File: src/rtl/led_stimulus_generator.sv
// Timed stimulus source: after a start request, waits delayCycles, then holds
// signalOut high for pulseCycles, reporting its own edges as one-cycle strobes.
module led_stimulus_generator #(
   parameter int DELAY_W = 16,
   parameter int PULSE_W = 16
) (
   input  logic               clk,
   input  logic               reset,
   input  logic               start,
   input  logic               abort,
   input  logic [DELAY_W-1:0] delayCycles,
   input  logic [PULSE_W-1:0] pulseCycles,
   output logic               signalOut,
   output logic               risingEdge,
   output logic               fallingEdge,
   output logic               busy,
   output logic               done
);

   localparam int CNT_W = (DELAY_W > PULSE_W) ? DELAY_W : PULSE_W;

   typedef enum logic [1:0] {
      IDLE  = 2'd0,
      DELAY = 2'd1,
      HIGH  = 2'd2
   } state_t;

   state_t             state_q, state_d;
   logic [CNT_W-1:0]   cnt_q, cnt_d;
   logic [PULSE_W-1:0] pulse_q, pulse_d;
   logic               sig_q, sig_d;
   logic               rise_q, rise_d;
   logic               fall_q, fall_d;
   logic               busy_q, busy_d;
   logic               done_q, done_d;

   always_comb begin
      state_d = state_q;
      cnt_d   = cnt_q;
      pulse_d = pulse_q;
      sig_d   = sig_q;
      busy_d  = busy_q;
      rise_d  = 1'b0;
      fall_d  = 1'b0;
      done_d  = 1'b0;

      case (state_q)
         IDLE: begin
            // abort has priority over a simultaneous start
            if (start && !abort) begin
               cnt_d   = CNT_W'(delayCycles);
               pulse_d = (pulseCycles == '0) ? PULSE_W'(1) : pulseCycles;
               busy_d  = 1'b1;
               state_d = DELAY;
            end
         end
         DELAY: begin
            if (abort) begin
               busy_d  = 1'b0;
               state_d = IDLE;
            end else if (cnt_q != '0) begin
               cnt_d = cnt_q - CNT_W'(1);
            end else begin
               sig_d   = 1'b1;
               rise_d  = 1'b1;
               cnt_d   = CNT_W'(pulse_q - PULSE_W'(1));
               state_d = HIGH;
            end
         end
         HIGH: begin
            if (abort) begin
               sig_d   = 1'b0;
               fall_d  = 1'b1;
               busy_d  = 1'b0;
               state_d = IDLE;
            end else if (cnt_q != '0) begin
               cnt_d = cnt_q - CNT_W'(1);
            end else begin
               sig_d   = 1'b0;
               fall_d  = 1'b1;
               done_d  = 1'b1;
               busy_d  = 1'b0;
               state_d = IDLE;
            end
         end
         default: begin
            state_d = IDLE;
            sig_d   = 1'b0;
            busy_d  = 1'b0;
         end
      endcase
   end

   always_ff @(posedge clk) begin
      if (reset) begin
         state_q <= IDLE;
         cnt_q   <= '0;
         pulse_q <= '0;
         sig_q   <= 1'b0;
         rise_q  <= 1'b0;
         fall_q  <= 1'b0;
         busy_q  <= 1'b0;
         done_q  <= 1'b0;
      end else begin
         state_q <= state_d;
         cnt_q   <= cnt_d;
         pulse_q <= pulse_d;
         sig_q   <= sig_d;
         rise_q  <= rise_d;
         fall_q  <= fall_d;
         busy_q  <= busy_d;
         done_q  <= done_d;
      end
   end

   assign signalOut   = sig_q;
   assign risingEdge  = rise_q;
   assign fallingEdge = fall_q;
   assign busy        = busy_q;
   assign done        = done_q;

endmodule

File: config.mk
export PLATFORM = sky130hd
export DESIGN_NAME = led_stimulus_generator
export DESIGN_NICKNAME = d
export VERILOG_FILES = /design/src/rtl/led_stimulus_generator.sv
export SDC_FILE = /design/constraint.sdc
export NUM_CORES = 1
export LEC_CHECK = 0
export ABC_AREA = 1
export BUFFER_PORTS_ARGS = -buffer_cell sky130_fd_sc_hd__buf_2
export CAP_MARGIN = 10
export CORE_MARGIN = 1
export CORE_UTILIZATION = 54
export CTS_BUF_LIST = sky130_fd_sc_hd__clkbuf_8
export CTS_CLUSTER_SIZE = 16
export DETAILED_ROUTE_END_ITERATION = 12
export GPL_TIMING_DRIVEN = 0
export PLACE_DENSITY = 0.76
export REMOVE_ABC_BUFFERS = 1
export SLEW_MARGIN = 10
export SYNTH_ARGS = -nofsm -noshare
export SYNTH_HDL_FRONTEND = slang
export SYNTH_SLANG_ARGS = --single-unit
File: constraint.sdc
create_clock -name clk -period 1.6 [get_ports clk]
set_input_delay 0.32 -clock clk [delete_from_list [all_inputs] [get_ports clk]]
set_output_delay 0.32 -clock clk [all_outputs]
set_load 0.1 [all_outputs]
==> run_results.csv <==
group,metric,value,unit
sta,final_max_slew_viol_count,0,
die,dieArea,5594,µm²
global_route,grt_pass1_vias,2732,
layout,finish.instance_area,3774,µm²
placed_design,place.detailed.hpwl,5.384,mm
yosys,area_share_of_the_largest_cell_type_after_synthesis,0.2728,
worst_setup_path,critical_path.n_buffers_inverters,2,
routing,finalWirelength,9.053,mm
pwr,p_leak,1.687,nW
clock_tree,cts_made_buffers,5,
sta,relSlewSlack,0.5493,
worst_setup_path,critical_path.max_stage_delay,0.33,ns
yosys,synth_sequential_area_ratio,0.2728,
yosys,synth_top_cells_by_area,"sky130_fd_sc_hd__dfxtp_1, sky130_fd_sc_hd__nand2_1, sky130_fd_sc_hd__nor2_1",
routing,detailedRoute.firstIterationViolations,299,
sta,report.final.hold_viol_count,0,
run,max_cap_viols,0,
worst_setup_path,cp_top_family,"simple AND/OR/NAND/NOR gates",
die,floorplan.die.height,74.80,µm
layout,layout-drive-gt1-share,0.3411,
yosys,synth_unique_cells,33,
global_route,global_route.overflow_total,0,
placed_design,post_dp_cell_area,3054,µm²
die,io-pin-count,41,
placed_design,place_congestion,0.8880,
worst_hold_path,hold_path.class,"primary input to flop",
layout,num-nets-final,558,
die,initial_core_util,0.5603,
pwr,vdd.ir_drop.worst,0.002128,V
yosys,post-synth-top-area-cell,"sky130_fd_sc_hd__dfxtp_1",
global_route,grt_start_max_net_pins,32,
placed_design,number_of_port_buffers,40,
outcome,outcome,"finished with violations",
worst_setup_path,criticalPathCategory,"flop to flop",
routing,avgRoutedWirePerCell,15.45,µm
worst_setup_path,crit_fanout,6,
clock_tree,cts_root_buf,"sky130_fd_sc_hd__clkbuf_8",
die,core,5107,µm²
sta,final_critical_path_share_of_the_clock_period,1.096,
sta,clock_skew,0.01204,ns
worst_setup_path,timing.critical_path.required,1.85,ns
yosys,ys_ff_latch,39,
outcome,failed_checks,"setup timing",
pwr,power_per_cell_area,2555,nW/µm²
global_route,grt_pass1_wl,13.13,mm
sta,post-route-worst-setup-slack,-0.1531,ns
layout,fill_cells,395,
clock_tree,clkTransAtPathRegs,0.09,ns
clock_tree,cts_tree,"built",
clock_tree,clock_tree.htree_level_count,2,
clock_tree,cts_max_path_buffers,2,
clock_tree,insertion_delay,0.31,ns
layout,flow.area_growth_from_synthesis,31.88,%
yosys,synth-warning-count,0,
worst_setup_path,crit_path_cell_trace,"inv_2 > ha_4 > nand4_1 > nor2_2 > nand2_2 > nor2_4 > nand2_1 > o21ai_1 > inv_1 > a21oi_2",
clock_tree,hold_buffers,0,
routing,detailroute.via_count,3288,
die,die_width,74.80,µm
yosys,syn_inst,454,
die,std_cell_rows,26,
sta,max_slew.worst_pin.slew,0.6760,ns
worst_setup_path,start_kind,"flop",
yosys,synth.cell_area,2861,µm²
worst_setup_path,data_arrival_time_at_the_worst_slack_endpoint,2.00,ns
routing,drc,0,
clock_tree,cts_num_sinks,39,
sta,unrepaired_setup_endpoints_after_global_routing,"yes",
sta,clock.fmax,570.4,MHz
worst_setup_path,timing.critical_path.to_type,"flop",
routing,vias_per_cell,5.611,
routing,dr_pass1_iterations,6,
sta,finalWorstPathRequiredPeriod,1.753,ns
global_route,antenna_violations_before_repair,0,
sta,setup_violations,16,
pwr,design_power_total,0.009642,W
routing,drt.antenna.violating_nets,0,
layout,num_antenna_cells,0,
global_route,track_usage,0.3119,
worst_setup_path,slowest_stage,"sky130_fd_sc_hd__dfxtp_2",
yosys,avgSynthCellArea,6.303,µm²
## cells by family (layout without fill, tap and decap cells)
logic type	Yosys count	after routing	share of synthesized area
adder cells (fa/ha/maj)	7	7	0.03061
AND/OR/NAND/NOR	279	283	0.4408
buffers and inverters	64	122	0.1010
flip-flops	39	39	0.2728
AO/OA/AOI/OAI	56	56	0.1272
XOR/XNOR	9	9	0.02755
## where the power goes
part	switching [W]	total [W]	internal (W)
combinational	0.00436	0.00706	0.00270
clock	0.000398	0.000863	0.000465
sequential	0.000410	0.00172	0.00131
## flip-flops by register name, indices dropped and copies added (netlist names)
register     count
cnt_q           16
pulse_q         16
state_q          2
busy             1
done             1
fallingEdge      1
risingEdge       1
signalOut        1
## per-stage QoR
stage,cells,hold slack [ns],TNS (ns),worst slack [ns],util
after floorplan,441,0.3824,-0.1242,-0.08331,-
after global placement,551,0.4832,-11.64,-0.4975,0.5980
after detailed placement,551,0.4836,-12.15,-0.5032,0.5980
after CTS,569,0.2572,-0.5147,-0.07905,0.6614
after global routing,586,0.2904,-2.530,-0.2295,0.7389
final,586,0.2598,-1.096,-0.1531,0.7389
## worst paths after layout
check | startpoint | to | slack [ns] | cells after the start
min reg2reg | pulse_q[15] | pulse_q[15] | 0.50 | 2
max reg2reg | cnt_q[0] | cnt_q[11] | -0.15 | 10
min | pulseCycles[6] | pulse_q[6] | 0.26 | 3
max | cnt_q[0] | cnt_q[11] | -0.15 | 10
## repair_timing
action                     in CTS  in global routing
setup buffers                   7                 16
gates resized for setup        37                 61
setup endpoints to repair      35                 36
cloned                          3                  1
pin swaps                      12                 20
## Yosys cell counts (all sizes together)
cell / number
nand2: 120
or2: 2
nand3b: 3
a211oi: 13
a21oi: 21
nor4: 4
dfxtp: 39
nand4: 6
clkbuf: 6
buf: 7
o21ai: 19
xor2: 4
xnor2: 5
nor3b: 1
inv: 51
nor2: 90
o21bai: 2
nand3: 49
a31oi: 1
nor3: 4
ha: 7
## layout by cell type (no fill, tap or decap), types with 5 or more instances in the layout
cell type / instances
sky130_fd_sc_hd__nand2_1: 98
sky130_fd_sc_hd__ha_4: 5
sky130_fd_sc_hd__dfxtp_1: 27
sky130_fd_sc_hd__nand2_8: 5
sky130_fd_sc_hd__nand3_1: 37
sky130_fd_sc_hd__o21ai_1: 5
sky130_fd_sc_hd__inv_2: 6
sky130_fd_sc_hd__nor2_4: 12
sky130_fd_sc_hd__o21ai_0: 13
sky130_fd_sc_hd__nand2_2: 16
sky130_fd_sc_hd__nor2_1: 71
sky130_fd_sc_hd__a21oi_1: 7
sky130_fd_sc_hd__inv_1: 40
sky130_fd_sc_hd__clkbuf_8: 5
sky130_fd_sc_hd__buf_2: 40
sky130_fd_sc_hd__xnor2_1: 5
sky130_fd_sc_hd__a21oi_2: 13
sky130_fd_sc_hd__nand4_1: 6
sky130_fd_sc_hd__nor2_2: 8
sky130_fd_sc_hd__buf_4: 18
sky130_fd_sc_hd__a211oi_1: 13
sky130_fd_sc_hd__dfxtp_2: 12
sky130_fd_sc_hd__nand3_2: 11
## per-layer routing
layer  up-vias  share of wire  global-route usage
met3        27          0.077             0.04953
li1       1605              -                   -
met4         0          0.030              0.1153
met1      1488           0.42              0.4251
met2       168           0.47              0.4975
met5         -              0                   0
## cell type report
cell class | count | area [µm²] | area share
multi-input combinational | 355 | 2140 | 0.5670
timing repair buffer | 63 | 426.7 | 0.1131
sequential | 39 | 795.8 | 0.2109
inverter | 51 | 211.5 | 0.05603
clock buffer | 5 | 68.82 | 0.01824
clock inverter | 3 | 43.79 | 0.01160
tap | 70 | 87.58 | 0.02321
## tightest hold or removal path, cell delays in order
cell and delay [ns]:
sky130_fd_sc_hd__buf_2 0.09, sky130_fd_sc_hd__nor2_1 0.04, sky130_fd_sc_hd__nor2_1 0.08
Note: power is estimated with default switching activity, not from simulation.
